## config.mk

```make
export PLATFORM = sky130hd
export DESIGN_NAME = usb_spi_flash_ctrl
export DESIGN_NICKNAME = d
export VERILOG_FILES = /design/src/rtl/usb_spi_flash_ctrl.sv
export SDC_FILE = /design/constraint.sdc
export NUM_CORES = 1
export LEC_CHECK = 0
export BUFFER_PORTS_ARGS = -buffer_cell sky130_fd_sc_hd__clkbuf_2
export CORE_MARGIN = 2
export CORE_UTILIZATION = 45
export DETAILED_ROUTE_END_ITERATION = 7
export GPL_TIMING_DRIVEN = 0
export PLACE_DENSITY = 0.71
export SETUP_SLACK_MARGIN = 0.3
export SLEW_MARGIN = 20
export SYNTH_ARGS = -nofsm -noshare
export SYNTH_HDL_FRONTEND = slang
export SYNTH_SLANG_ARGS = --single-unit
```

## constraint.sdc

```tcl
create_clock -name clk_48mhz -period 4.16 [get_ports clk_48mhz]
set_input_delay 0.416 -clock clk_48mhz [delete_from_list [all_inputs] [get_ports clk_48mhz]]
set_output_delay 0.416 -clock clk_48mhz [all_outputs]
set_load 0.05 [all_outputs]
```

## src/rtl/usb_spi_flash_ctrl.sv

```systemverilog
// usb_spi_flash_ctrl: byte-level SPI mode-0 flash command engine for DFU READ/PROGRAM/ERASE4K/WAKE requests
module usb_spi_flash_ctrl #(
  parameter int CLK_DIV = 2,
  parameter int LEN_W   = 9
) (
  input  logic             clk_48mhz,
  input  logic             reset_n,
  input  logic             cmd_valid,
  output logic             cmd_ready,
  input  logic [1:0]       cmd_op,
  input  logic [23:0]      cmd_addr,
  input  logic [LEN_W-1:0] cmd_len,
  input  logic [7:0]       wr_data,
  input  logic             wr_valid,
  output logic             wr_ready,
  output logic [7:0]       rd_data,
  output logic             rd_valid,
  output logic             busy,
  output logic             done,
  output logic             spi_csel,
  output logic             spi_clk,
  output logic             spi_mosi,
  input  logic             spi_miso
);
  localparam int CW = $clog2(3 * CLK_DIV);
  localparam logic [CW-1:0] HALF_END = CW'(CLK_DIV - 1);
  localparam logic [CW-1:0] GAP_END  = CW'(3 * CLK_DIV - 1);
  typedef enum logic [3:0] {
    IDLE, WREN, GAP, OPCODE, ADDR, TX_DATA, RX_DATA, POLL_OP, POLL_RX, FINISH
  } state_t;
  state_t state, state_nxt, dst, dst_nxt;
  logic [1:0]       op_q;
  logic [23:0]      addr_q;
  logic [LEN_W-1:0] len_q, data_cnt;
  logic [1:0]       idx;
  logic [CW-1:0]    cnt;
  logic [2:0]       bit_cnt;
  logic [6:0]       tx_sr;
  logic [7:0]       rx_sr, load_byte, next_addr;
  logic             running, load, byte_end, last_data, needs_wren;
  function automatic logic [7:0] op_code(input logic [1:0] op);
    return op == 2'd0 ? 8'h03 : op == 2'd1 ? 8'h02 : op == 2'd2 ? 8'h20 : 8'hAB;
  endfunction
  assign byte_end   = running && spi_clk && cnt == HALF_END && bit_cnt == 3'd7;
  assign last_data  = data_cnt == len_q - LEN_W'(1);
  assign next_addr  = idx == 2'd0 ? addr_q[15:8] : addr_q[7:0];
  assign needs_wren = cmd_op == 2'd1 || cmd_op == 2'd2;
  assign cmd_ready  = state == IDLE;
  assign busy       = state != IDLE;
  assign done       = state == FINISH;
  always_comb begin
    state_nxt = state;
    dst_nxt   = dst;
    load      = 1'b0;
    load_byte = 8'h00;
    wr_ready  = 1'b0;
    case (state)
      IDLE: if (cmd_valid) begin
        if (!cmd_op[1] && cmd_len == '0) state_nxt = FINISH;
        else begin
          load      = 1'b1;
          state_nxt = needs_wren ? WREN : OPCODE;
          load_byte = needs_wren ? 8'h06 : op_code(cmd_op);
        end
      end
      WREN: if (byte_end) begin
        state_nxt = GAP;
        dst_nxt   = OPCODE;
      end
      // csel rises HALF_END cycles in; a further 2*CLK_DIV high cycles separate frames
      GAP: if (dst == FINISH && cnt == HALF_END) state_nxt = FINISH;
      else if (cnt == GAP_END) begin
        state_nxt = dst;
        load      = 1'b1;
        load_byte = dst == POLL_OP ? 8'h05 : op_code(op_q);
      end
      OPCODE: if (byte_end) begin
        if (op_q == 2'd3) begin
          state_nxt = GAP;
          dst_nxt   = FINISH;
        end else begin
          state_nxt = ADDR;
          load      = 1'b1;
          load_byte = addr_q[23:16];
        end
      end
      ADDR: if (byte_end) begin
        if (idx != 2'd2) begin
          load      = 1'b1;
          load_byte = next_addr;
        end else if (op_q == 2'd0) begin
          state_nxt = RX_DATA;
          load      = 1'b1;
        end else if (op_q == 2'd1) begin
          state_nxt = TX_DATA;
          wr_ready  = wr_valid;
          load      = wr_valid;
          load_byte = wr_data;
        end else begin
          state_nxt = GAP;
          dst_nxt   = POLL_OP;
        end
      end
      // without wr_valid the engine idles between bytes with clk low and csel held
      TX_DATA: if (byte_end && last_data) begin
        state_nxt = GAP;
        dst_nxt   = POLL_OP;
      end else if (byte_end || !running) begin
        wr_ready  = wr_valid;
        load      = wr_valid;
        load_byte = wr_data;
      end
      RX_DATA: if (byte_end) begin
        if (last_data) begin
          state_nxt = GAP;
          dst_nxt   = FINISH;
        end else load = 1'b1;
      end
      POLL_OP: if (byte_end) begin
        state_nxt = POLL_RX;
        load      = 1'b1;
      end
      POLL_RX: if (byte_end) begin
        if (!rx_sr[0]) begin
          state_nxt = GAP;
          dst_nxt   = FINISH;
        end else load = 1'b1;
      end
      FINISH: state_nxt = IDLE;
      default: state_nxt = IDLE;
    endcase
  end
  always_ff @(posedge clk_48mhz or negedge reset_n) begin
    if (!reset_n) begin
      state <= IDLE;
      dst   <= IDLE;
    end else begin
      state <= state_nxt;
      dst   <= dst_nxt;
    end
  end
  always_ff @(posedge clk_48mhz or negedge reset_n) begin
    if (!reset_n) begin
      op_q     <= '0;
      addr_q   <= '0;
      len_q    <= '0;
      data_cnt <= '0;
      idx      <= '0;
      cnt      <= '0;
      bit_cnt  <= '0;
      tx_sr    <= '0;
      rx_sr    <= '0;
      running  <= 1'b0;
      spi_csel <= 1'b1;
      spi_clk  <= 1'b0;
      spi_mosi <= 1'b0;
      rd_data  <= '0;
      rd_valid <= 1'b0;
    end else begin
      rd_valid <= state == RX_DATA && byte_end;
      if (state == RX_DATA && byte_end) rd_data <= rx_sr;
      if (state == IDLE && cmd_valid) begin
        op_q     <= cmd_op;
        addr_q   <= cmd_addr;
        len_q    <= cmd_len;
        data_cnt <= '0;
      end
      if (byte_end && (state == TX_DATA || state == RX_DATA)) data_cnt <= data_cnt + LEN_W'(1);
      if (byte_end) idx <= state == OPCODE ? 2'd0 : idx + 2'd1;
      if (state == GAP) cnt <= cnt + CW'(1);
      if (state == GAP && cnt == HALF_END) spi_csel <= 1'b1;
      if (load) begin
        running  <= 1'b1;
        spi_csel <= 1'b0;
        spi_clk  <= 1'b0;
        spi_mosi <= load_byte[7];
        tx_sr    <= load_byte[6:0];
        bit_cnt  <= '0;
        cnt      <= '0;
      end else if (running) begin
        cnt <= cnt == HALF_END ? '0 : cnt + CW'(1);
        if (cnt == HALF_END) begin
          spi_clk <= !spi_clk;
          if (!spi_clk) rx_sr <= {rx_sr[6:0], spi_miso};
          else if (bit_cnt == 3'd7) running <= 1'b0;
          else begin
            bit_cnt  <= bit_cnt + 3'd1;
            spi_mosi <= tx_sr[6];
            tx_sr    <= {tx_sr[5:0], 1'b0};
          end
        end
      end
    end
  end
endmodule

```

Word level (Yosys, flattened, before mapping)
Cells that the tools add are included.
{"block": "totals", "register_bits": 88, "elab_cells": 203}
{"block": "op_classes", "n_addsub": 5, "n_eq_ne": 37, "muxes": 108, "bitwise": 2, "n_reduce_logical": 34}
{"cell": "two-way mux 8 bit", "count": 21}
{"cell": "two-way mux 4 bit", "count": 26}
{"cell": "case mux 8 bit (5 select lines)", "count": 1}
{"cell": "two-way mux 3 bit", "count": 12}
{"cell": "case mux 4 bit (9 select lines)", "count": 1}
{"cell": "two-way mux 1 bit", "count": 35}
{"cell": "two-way mux 7 bit", "count": 5}
{"cell": "!= test 2 bit, second input constant", "count": 16}
{"cell": "case mux 4 bit (6 select lines)", "count": 1}
{"cell": "== test 4 x 3 -> 1 bit, second input constant", "count": 5}
{"cell": "two-way mux 9 bit", "count": 2}
{"cell": "AND reduction 13 bit", "count": 1}
{"cell": "== test 4 bit, second input constant", "count": 3}
{"cell": "AND reduction 12 bit", "count": 1}
{"cell": "logical AND 1 bit", "count": 10}
{"cell": "nonzero test 2 bit", "count": 5}
{"cell": "adder 9 x 1 -> 9 bit, second input constant", "count": 1}
{"cell": "== test 9 bit", "count": 1}
{"cell": "zero test 9 bit", "count": 1}
{"cell": "subtractor 9 x 1 -> 9 bit, second input constant", "count": 1}
{"cell": "== test 4 x 2 -> 1 bit, second input constant", "count": 2}
{"cell": "case mux 1 bit (8 select lines)", "count": 1}
{"cell": "AND reduction 4 bit", "count": 2}
{"cell": "adder 3 x 1 -> 3 bit, second input constant", "count": 2}
{"cell": "other kinds (18)", "count": 30}

Longest topological paths before layout
Gate-level depths: netlist (run 1).
{"block": "logic_depth", "depth_word": 9, "mapped_depth": 12, "mapped_depth_nobuf": 10}

Least setup slack after synthesis (run 1)
OpenSTA, ideal clock, no wires.
{"block": "synth_path", "path_type": "reg2out", "from": "register cnt[1]", "to": "output wr_ready", "arrival_ns": 2.233, "required_time_ns": 3.744, "setup_slack_ns": 1.511, "path_stages_with_launch": 12, "cell_sequence": "dfrtp_1 inv_1 ha_1 and3b_1 clkbuf_1 and3_1 nand4_1 and3_1 nand3_1 and3_1 clkbuf_1 and2_1"}
{"block": "synth_via", "elab_chain_cells": 7}
{"element": "start, declared", "line_no": "36", "source": "logic [CW-1:0] cnt;"}
{"element": "start signal, assigned", "line_no": "170", "source": "if (state == GAP) cnt <= cnt + CW'(1);"}
{"element": "start signal, assigned", "line_no": "181", "source": "cnt <= cnt == HALF_END ? '0 : cnt + CW'(1);"}
{"element": "== test 3 x 1 -> 1 bit (*)", "line_no": "44", "source": "assign byte_end = running && spi_clk && cnt == HALF_END && bit_cnt == 3'd7;"}
{"element": "logical AND 1 bit (*) (2 in series)", "line_no": "44"}
{"element": "logical OR 1 bit", "line_no": "108", "source": "end else if (byte_end || !running) begin"}
{"element": "two-way mux 1 bit", "line_no": "108"}
{"element": "two-way mux 1 bit", "line_no": "105", "source": "TX_DATA: if (byte_end && last_data) begin"}
{"element": "case mux 1 bit (2 select lines) (*)", "line_no": "57", "source": "case (state)"}
{"element": "end, declared", "line_no": "15", "source": "output logic wr_ready,"}
Every way passes the cells marked *; elsewhere a longest branch is shown, timed or not.

Worst setup path after layout (run 1)
{"block": "layout_path", "from": "register state[2]", "to": "output wr_ready"}
{"block": "layout_via", "elab_chain_cells": 2}
{"element": "start, declared", "line_no": "31", "source": "state_t state, state_nxt, dst, dst_nxt;"}
{"element": "start signal, assigned", "line_no": "138", "source": "state <= state_nxt;"}
{"element": "== test 4 x 3 -> 1 bit", "line_no": "57"}
{"element": "case mux 1 bit (2 select lines) (*)", "line_no": "57"}
Marked as above.

==> results of run 1 <==
## how the worst max path moves through the flow
stage | endpoint | slack [ns] | cells after the start
global placement | state[1] | 1.09 | 10
finish | wr_ready | 0.74 | 10
CTS | wr_ready | 0.72 | 10
detailed placement | state[1] | 1.10 | 10
floorplan | wr_ready | 1.51 | 11
global route | wr_ready | 0.47 | 10
## metrics by stage
step	utilization	hold slack, ns	std cells	setup WS (ns)	cell area, µm²
finish	0.525	0.0760	757	0.741	5660
global route	0.525	0.140	757	0.470	5660
CTS	0.525	0.112	757	0.724	5660
detailed placement	0.505	0.460	741	1.10	5450
global placement	0.504	0.454	741	1.09	5440
floorplan	-	0.120	538	1.51	4950
## sequential cells by signal, indices dropped and copies added, names as in the netlist, 4 cells and up
| name | flops |
|---|---|
| rx_sr | 8 |
| state | 4 |
| tx_sr | 7 |
| len_q | 9 |
| rd_data | 8 |
| addr_q | 24 |
| data_cnt | 9 |
| dst | 4 |
## cells in the mapped netlist, drive strengths merged (5+ instances only)
cell type	count
nand2	130
dfrtp	87
nor2	44
mux2	28
o21ai	24
clkbuf	23
a21oi	22
mux2i	21
nand3	19
inv	16
ha	14
nor3	11
and3	9
xor2	8
nand2b	7
xnor2	7
a221oi	5
nor2b	5
## critical path, delay by kind of cell (launching register included)
kind,cells,cell delay (ns)
simple gates,6,1.23
buf+inv,4,1.07
flops,1,0.33
## power breakdown
part	switching, mW	internal [mW]	total [mW]
logic	0.0291	0.0232	0.0523
clock network	0.339	0.289	0.628
registers	0.00379	0.859	0.862
total	0.372	1.17	1.54
## final cells by class
cell class              count  area [µm²]  share of cell area
flip-flops and latches     88        2200               0.389
inverters                  16        60.1              0.0106
multi-input cells         408        2560               0.452
plain buffers              26         130              0.0230
repair buffers             63         324              0.0572
well taps                 140         175              0.0309
clock inverters             7        87.6              0.0155
clock buffers               9         124              0.0219
## layer usage
layer / vias to the layer above / wire length (µm) / track usage
met2: 126 / 5370 / 0.333
met1: 2008 / 5440 / 0.286
met3: 29 / 605 / 0.0377
met4: 0 / 275 / 0.0797
met5: - / 0 / 0
li1: 2005 / - / -
## logic make-up after synthesis
family | count (synthesis) | share of synthesized area
AOI/OAI and AO/OA | 84 | 0.117
xor gates and xnor gates | 15 | 0.0265
adders and majority gates | 14 | 0.0354
buffers and inverters | 42 | 0.0384
DFF | 88 | 0.445
muxes | 49 | 0.112
and+or+nand+nor | 246 | 0.225
==> results by group, run 1 <==
Synthesis
  • Syn Area/Cell: slightly above 9 µm²
  • Ys flop type: dfrtp_1
  • Sequential fraction of the synthesis area: 0.445
  • Syn Nets: 600
  • Syn Inst Count: roughly 540
  • Yosys warns: 0
  • Area contributors post-synth: dfrtp_1, nand2_1, mux2_2
  • Async SR Flop Fraction: 1.00
  • Post-synthesis sequential element count: 88
  • Largest area contributor in the netlist: dfrtp_1
  • Post-Synthesis Cell Area: 4950 µm²
  • Top-area cell type share of the netlist area: 0.440
  • Unique masters post-synth: 63
  • EDFF count, synth: 0

Clock network
  • Postcts setup bufs: 0
  • CTS Hold Bufs: 0
  • Root Buffer Master: clkbuf_8
  • CTS tree: yes
  • Clk Latency, worst-skew pair: approximately 0.37 ns
  • Clk pin slew, worst setup/hold paths: roughly 0.090 ns
  • Clock Path Buffers: 2
  • Post-CTS resize count: 0
  • H-Tree Depth: 3
  • Clock sinks: just under 90
  • Number of CTS-inserted buffers: 9

Route
  • Vias per inst: roughly 5.5
  • TritonRoute pass-1 iters: 7
  • DRC Markers: 0
  • Drt wl/cell: 15.4 µm
  • DRT iter0 DRCs: 230
  • Total wire length: about 12 mm
  • Post-route ant nets: 0
  • Vias post-DR: about 4,200

Global routing
  • Initial antenna violation count: 0
  • Pin count of the biggest net entering global routing: between 80 and 90
  • First-pass GRT wire length: roughly 19 mm
  • Total gr overflow: 0
  • Vias in the first global route: 3,911
  • Global-route usage over all layers: 0.210

Timing
  • Final hold violation count: 0
  • Setup violators final: 0
  • RSZ-0062 raised after global routing: no
  • Layout Skew: roughly 0.0069 ns
  • Setup TNS: 0 ns
  • Relative slew slack: 0.412
  • Final cycle utilization of the critical path: 0.822
  • Max-slew violation count: 0
  • Crit path time final: 3.42 ns
  • Max frequency: about 0.3 GHz
  • Worst-margin pin slew: ~0.88 ns

Power
  • LEAKAGE: 2.70 nW
  • Pwr Total: 1.54 mW
  • Power Density: 272 nW/µm²
  • Peak supply drop: roughly 170 µV

Critical path
  • Data required, critical path: 3.74 ns
  • Setup CP Type: flop to primary output
  • RR Endpoint: state[1]
  • Critical-path top delay cell: nor2_1
  • R2R Path Start: cnt[1]
  • CP startpoint kind: flop
  • FF-to-FF path depth: 10
  • R2R Setup Slk: slightly below 1 ns
  • CP startpoint: state[2]
  • CP Capture Type: primary output
  • Crit path DAT: around 3.0 ns
  • Critical-path cell list: clkbuf_1 > inv_1 > nor2_1 > nand4_1 > and3_1 > nand3_1 > and3_1 > clkbuf_1 > and2_1 > clkbuf_2
  • Crit path largest cell delay: between 0.4 and 0.5 ns
  • Crit-path max FO: 10

Place
  • RePlAce Congestion: roughly 0.94
  • DP HPWL: roughly 8.7 mm
  • Port Buf Inserts: 63

Die
  • Initial Util: 0.459
  • Full die area: 11,900 µm²
  • Rows: 38
  • Die width: approximately 110 µm
  • CORE AREA: 10,800 µm²
  • I/O pins: 64
  • DIE HEIGHT: around 110 µm

Layout
  • Most frequent cells in the layout: nand2_1, dfrtp_1, clkbuf_2, nor2_1, o21ai_0
  • Commonest non-fill, non-tap cell in the layout: nand2_1
  • Share of cells above drive strength 1: 0.203
  • Fin nets: roughly 670
  • Fill cell count: roughly 1,000
  • Area grow syn2layout: 14.4%
  • Inserted Diodes: 0

Run status
  • Status: finished clean

Flow run
  • Max_cap viols: 0

Min path
  • Worst Hold Class: input port to asynchronous set/reset pin
(Power assumes the default switching activity.)
==> run 2, diff against run 1 <==
==> constraint.sdc (replaced) <==
create_clock -name clk_48mhz -period 3.5 [get_ports clk_48mhz]
set_input_delay 0.35 -clock clk_48mhz [delete_from_list [all_inputs] [get_ports clk_48mhz]]
set_output_delay 0.35 -clock clk_48mhz [all_outputs]
set_load 0.05 [all_outputs]
==> results by group, run 2 (synthesis results as in run 1) <==
Critical path
  • Data required, critical path: 3.76 ns
  • Critical-path cell list: inv_1 > ha_1 > or3_1 > a31oi_2 > o21a_1 > buf_4 > o2111ai_1 > a41oi_1 > nor3b_2 > mux2_2
  • FF-to-FF path depth: 10
  • R2R Setup Slk: 0.40 ns
  • RR Endpoint: state[1]
  • Critical-path top delay cell: or3_1
  • R2R Path Start: len_q[0]
  • CP startpoint kind: flop
  • Crit path largest cell delay: 0.41 ns
  • Crit-path max FO: 8
  • CP Capture Type: flop
  • Crit path DAT: 3.36 ns
  • Setup CP Type: flop to flop

Clock network
  • Clock Path Buffers: 2
  • Clk pin slew, worst setup/hold paths: around 0.09 ns
  • Number of CTS-inserted buffers: 9
  • CTS tree: yes
  • H-Tree Depth: 3
  • Clk Latency, worst-skew pair: around 0.38 ns
  • Clock sinks: about 90
  • Root Buffer Master: clkbuf_8

Global routing
  • Global-route usage over all layers: 0.210
  • Initial antenna violation count: 0
  • First-pass GRT wire length: a little under 20 mm
  • Total gr overflow: 0
  • Pin count of the biggest net entering global routing: between 80 and 90
  • Vias in the first global route: around 3,900

Power
  • Sw frac: 0.243
  • Peak supply drop: ~200 µV
  • Switch Pwr: ~450 µW
  • Internal power: about 1.4 mW
  • Seq pwr share: 0.557
  • Combinational power share: 0.034
  • Clock power frac: 0.409
  • Power Density: between 300 and 400 nW/µm²
  • LEAKAGE: between 2 and 3 nW

Timing
  • Max frequency: around 0.32 GHz
  • Relative slew slack: 0.427
  • Setup ws final: slightly above 0.4 ns
  • Setup TNS: 0 ns
  • Setup violators final: 0
  • Final cycle utilization of the critical path: 0.885
  • Crit path time final: 3.10 ns
  • Worst-margin pin slew: roughly 0.85 ns
  • Final hold violation count: 0
  • Max-slew violation count: 0
  • RSZ-0062 raised after global routing: yes
  • Layout Skew: 0.00954 ns

Layout
  • Commonest non-fill, non-tap cell in the layout: nand2_1
  • Final instance area: about 5700 µm²
  • Area grow syn2layout: 14.7%
  • Share of cells above drive strength 1: 0.212
  • Inserted Diodes: 0
  • Fill cell count: approximately 1,000
  • Number of flip-flops in the largest register: 24
  • Fin nets: 675
  • Registers with the highest flip-flop counts: addr_q x24, data_cnt x9, len_q x9
  • Most frequent cells in the layout: nand2_1, dfrtp_1, clkbuf_2, nor2_1, o21ai_0
  • Top reg by flops: addr_q

Place
  • Port Buf Inserts: 63
  • DP HPWL: between 8 and 9 mm
  • Post-Place Worst Slack: roughly 0.44 ns
  • RePlAce Congestion: ~0.94
  • Placed Area: between 5000 and 6000 µm²

Die
  • DIE HEIGHT: 109 µm
  • Rows: 38
  • CORE AREA: approximately 11,000 µm²
  • Full die area: 11,900 µm²
  • Die width: roughly 110 µm
  • I/O pins: between 60 and 70
  • Initial Util: 0.459

Route
  • TritonRoute pass-1 iters: 4
  • DRC Markers: 0
  • Post-route ant nets: 0
  • Total wire length: approximately 12 mm
  • Vias post-DR: 4,148
  • DRT iter0 DRCs: 223
  • Drt wl/cell: 15.5 µm
  • Vias per inst: between 5 and 6

Run status
  • Status: finished clean

Min path
  • Worst Hold Class: input port to asynchronous set/reset pin

Flow run
  • Max_cap viols: 0
[run 2: worst max-delay path, delay by kind of cell, from the launching register on]
family | cells | cell delay, ns
AOI/OAI and AO/OA | 4 | 0.90
adders and majority gates | 1 | 0.29
buffers and inverters | 2 | 0.20
DFF | 1 | 0.40
muxes | 1 | 0.38
and+or+nand+nor | 2 | 0.81
[run 2: layout make-up]
| class | instances | area (µm²) | area share |
|---|---|---|---|
| Timing Repair Buffer | 64 | 334 | 0.0588 |
| Tap cell | 140 | 175 | 0.0308 |
| Inverter | 16 | 60.1 | 0.0106 |
| Multi-Input combinational cell | 408 | 2560 | 0.451 |
| Clock buffer | 9 | 124 | 0.0218 |
| Clock inverter | 7 | 87.6 | 0.0154 |
| Buffer | 26 | 135 | 0.0238 |
| Sequential cell | 88 | 2200 | 0.388 |
[run 2: what timing repair did]
item / in CTS / in global routing
endpoints found under the setup margin: 1 / 4
gates resized for setup: 2 / 8
hold endpoints to repair: 0 / 0
buffers inserted: 0 / 1
hold buffers: 0 / 0
[run 2: power by group through the flow]
stage / combinational [mW] / clock [mW] / sequential [mW]
after floorplan: 0.0100 / 0 / 1.04
after global placement: 0.0614 / 0 / 1.04
after detailed placement: 0.0639 / 0 / 1.05
after CTS: 0.0645 / 0.766 / 1.03
after global routing: 0.0712 / 0.808 / 1.03
final: 0.0624 / 0.751 / 1.03
[run 2: worst max path at each step]
| stage | start | end | cells after the start |
|---|---|---|---|
| 3_3_place_gp | cnt[1] | state[1] | 10 |
| 3_5_place_dp | cnt[1] | state[1] | 10 |
| 2_1_floorplan | len_q[0] | rx_sr[0] | 10 |
| 4_1_cts | cnt[1] | wr_ready | 12 |
| 6_report | len_q[0] | state[1] | 10 |
| 5_1_grt | len_q[0] | wr_ready | 10 |
[run 2: through the flow]
| step | cells | power [mW] | utilization | hold WS, ns |
|---|---|---|---|---|
| 2_1_floorplan | 538 | 1.05 | - | 0.0544 |
| 3_3_place_gp | 741 | 1.11 | 0.504 | 0.454 |
| 3_5_place_dp | 741 | 1.11 | 0.505 | 0.450 |
| 4_1_cts | 757 | 1.86 | 0.525 | 0.0456 |
| 5_1_grt | 758 | 1.91 | 0.526 | 0.0742 |
| 6_report | 758 | 1.84 | 0.526 | 0.0123 |
[run 2: routing by layer]
metal,track usage,up-vias,wire length (µm)
met5,0,-,0
met4,0.0797,0,235
met3,0.0377,20,543
met2,0.333,112,5400
met1,0.287,2007,5580
li1,-,2009,-
==> run 3, diff against run 2 <==
==> constraint.sdc (replaced) <==
create_clock -name clk_48mhz -period 3.9 [get_ports clk_48mhz]
set_input_delay 0.39 -clock clk_48mhz [delete_from_list [all_inputs] [get_ports clk_48mhz]]
set_output_delay 0.39 -clock clk_48mhz [all_outputs]
set_load 0.05 [all_outputs]
==> results by group, run 3 (synthesis results as in run 1) <==
Layout
  • Share of cells above drive strength 1: 0.204
  • Fin nets: between 600 and 700
  • Fill cell count: 1,001
  • Top reg by flops: addr_q
  • Final Core Density: 0.525
  • Finished Layout Cells: between 700 and 800
  • Most frequent cells in the layout: nand2_1, dfrtp_1, clkbuf_2, nor2_1, o21ai_0
  • Registers with the highest flip-flop counts: addr_q x24, data_cnt x9, len_q x9
  • Inserted Diodes: 0
  • Number of flip-flops in the largest register: 24
  • Commonest non-fill, non-tap cell in the layout: nand2_1
  • Area grow syn2layout: 14.4%
  • Final instance area: about 5700 µm²

Timing
  • Worst-margin pin slew: approximately 0.9 ns
  • Relative slew slack: 0.411
  • Final hold violation count: 0
  • Setup TNS: 0 ns
  • Max frequency: just over 0.3 GHz
  • Final hold slack: between 0.05 and 0.06 ns
  • Layout Skew: roughly 0.0090 ns
  • Max-slew violation count: 0
  • Crit path time final: 3.27 ns
  • Setup violators final: 0
  • Final cycle utilization of the critical path: 0.837
  • RSZ-0062 raised after global routing: no
  • Setup ws final: between 0.6 and 0.7 ns

Place
  • Placed cell count: 741
  • Placed Area: approximately 5500 µm²
  • RePlAce Congestion: 0.935
  • DP HPWL: between 8 and 9 mm
  • Post-Place Worst Slack: 0.835 ns
  • Port Buf Inserts: 63

Clock network
  • Post-CTS resize count: 0
  • Postcts setup bufs: 0
  • CTS tree: yes
  • Clock Path Buffers: 2
  • Clk Latency, worst-skew pair: around 0.38 ns
  • Root Buffer Master: clkbuf_8
  • Clk pin slew, worst setup/hold paths: 0.09 ns
  • CTS Hold Bufs: 0
  • Number of CTS-inserted buffers: 9
  • H-Tree Depth: 3
  • Clock sinks: about 90

Route
  • DRC Markers: 0
  • Vias per inst: 5.50
  • Post-route ant nets: 0
  • Drt wl/cell: roughly 15 µm
  • TritonRoute pass-1 iters: 5
  • DRT iter0 DRCs: between 200 and 250
  • Total wire length: around 12 mm
  • Vias post-DR: around 4,200

Power
  • Pwr Total: about 1.6 mW
  • Peak supply drop: between 150 and 200 µV
  • LEAKAGE: between 2 and 3 nW
  • Power Density: 291 nW/µm²

Critical path
  • R2R Setup Slk: roughly 0.72 ns
  • Crit path DAT: 2.88 ns
  • CP startpoint: cnt[1]
  • CP startpoint kind: flop
  • Setup CP Type: flop to primary output
  • Crit-path max FO: 6
  • R2R Path Start: cnt[1]
  • CP Capture Type: primary output
  • Data required, critical path: roughly 3.5 ns

Die
  • Rows: 38
  • Full die area: between 10,000 and 15,000 µm²
  • Die width: approximately 110 µm
  • Initial Util: 0.459
  • I/O pins: 64
  • DIE HEIGHT: between 100 and 150 µm
  • CORE AREA: 10,800 µm²

Global routing
  • Global-route usage over all layers: 0.210
  • First-pass GRT wire length: 19.3 mm
  • Pin count of the biggest net entering global routing: 89
  • Initial antenna violation count: 0
  • Vias in the first global route: a little under 4,000
  • Total gr overflow: 0

Flow run
  • Max_cap viols: 0

Run status
  • Status: finished clean

Min path
  • Worst Hold Class: input port to asynchronous set/reset pin
==> run 3: where the power goes <==
group          switching, mW  internal (mW)  leakage (nW)  total (mW)
sequential           0.00407          0.916          1.11       0.920
combinational         0.0311         0.0247          1.49      0.0558
clock                  0.366          0.308        0.0996       0.674
==> run 3: worst paths after layout <==
path                               to  cells past startpoint
setup / recovery             wr_ready                     12
hold / removal             rd_data[3]                      1
hold reg to reg             addr_q[1]                      2
setup reg to reg             state[1]                     10
min in group clk_48mhz      addr_q[0]                      3
max in group asynchronous      idx[0]                      1
==> run 3: cell type report <==
type,count,area (µm²),area share
Multi-Input combinational cell,408,2560,0.452
Clock buffer,9,124,0.0219
Clock inverter,7,87.6,0.0155
Buffer,26,130,0.0230
Timing Repair Buffer,63,324,0.0572
Tap cell,140,175,0.0309
Inverter,16,60.1,0.0106
Sequential cell,88,2200,0.389
==> run 3: critical path: stages (launching register included) <==
cell and delay [ns]:
dfrtp_1 0.41, inv_1 0.06, ha_1 0.24, and3b_1 0.18, clkbuf_1 0.21, and3_1 0.23
nand4_1 0.12, and3_1 0.20, nand3_1 0.06, and3_1 0.13, clkbuf_1 0.22, and2_1 0.16
clkbuf_2 0.27
==> run 3: per-layer routing <==
layer	track usage	vias to the layer above	part of all wire	wire (µm)
met4	0.0797	0	0.023	269
met3	0.0377	25	0.048	561
li1	-	2005	-	-
met2	0.333	118	0.46	5350
met5	0	-	0	0
met1	0.286	2013	0.47	5530
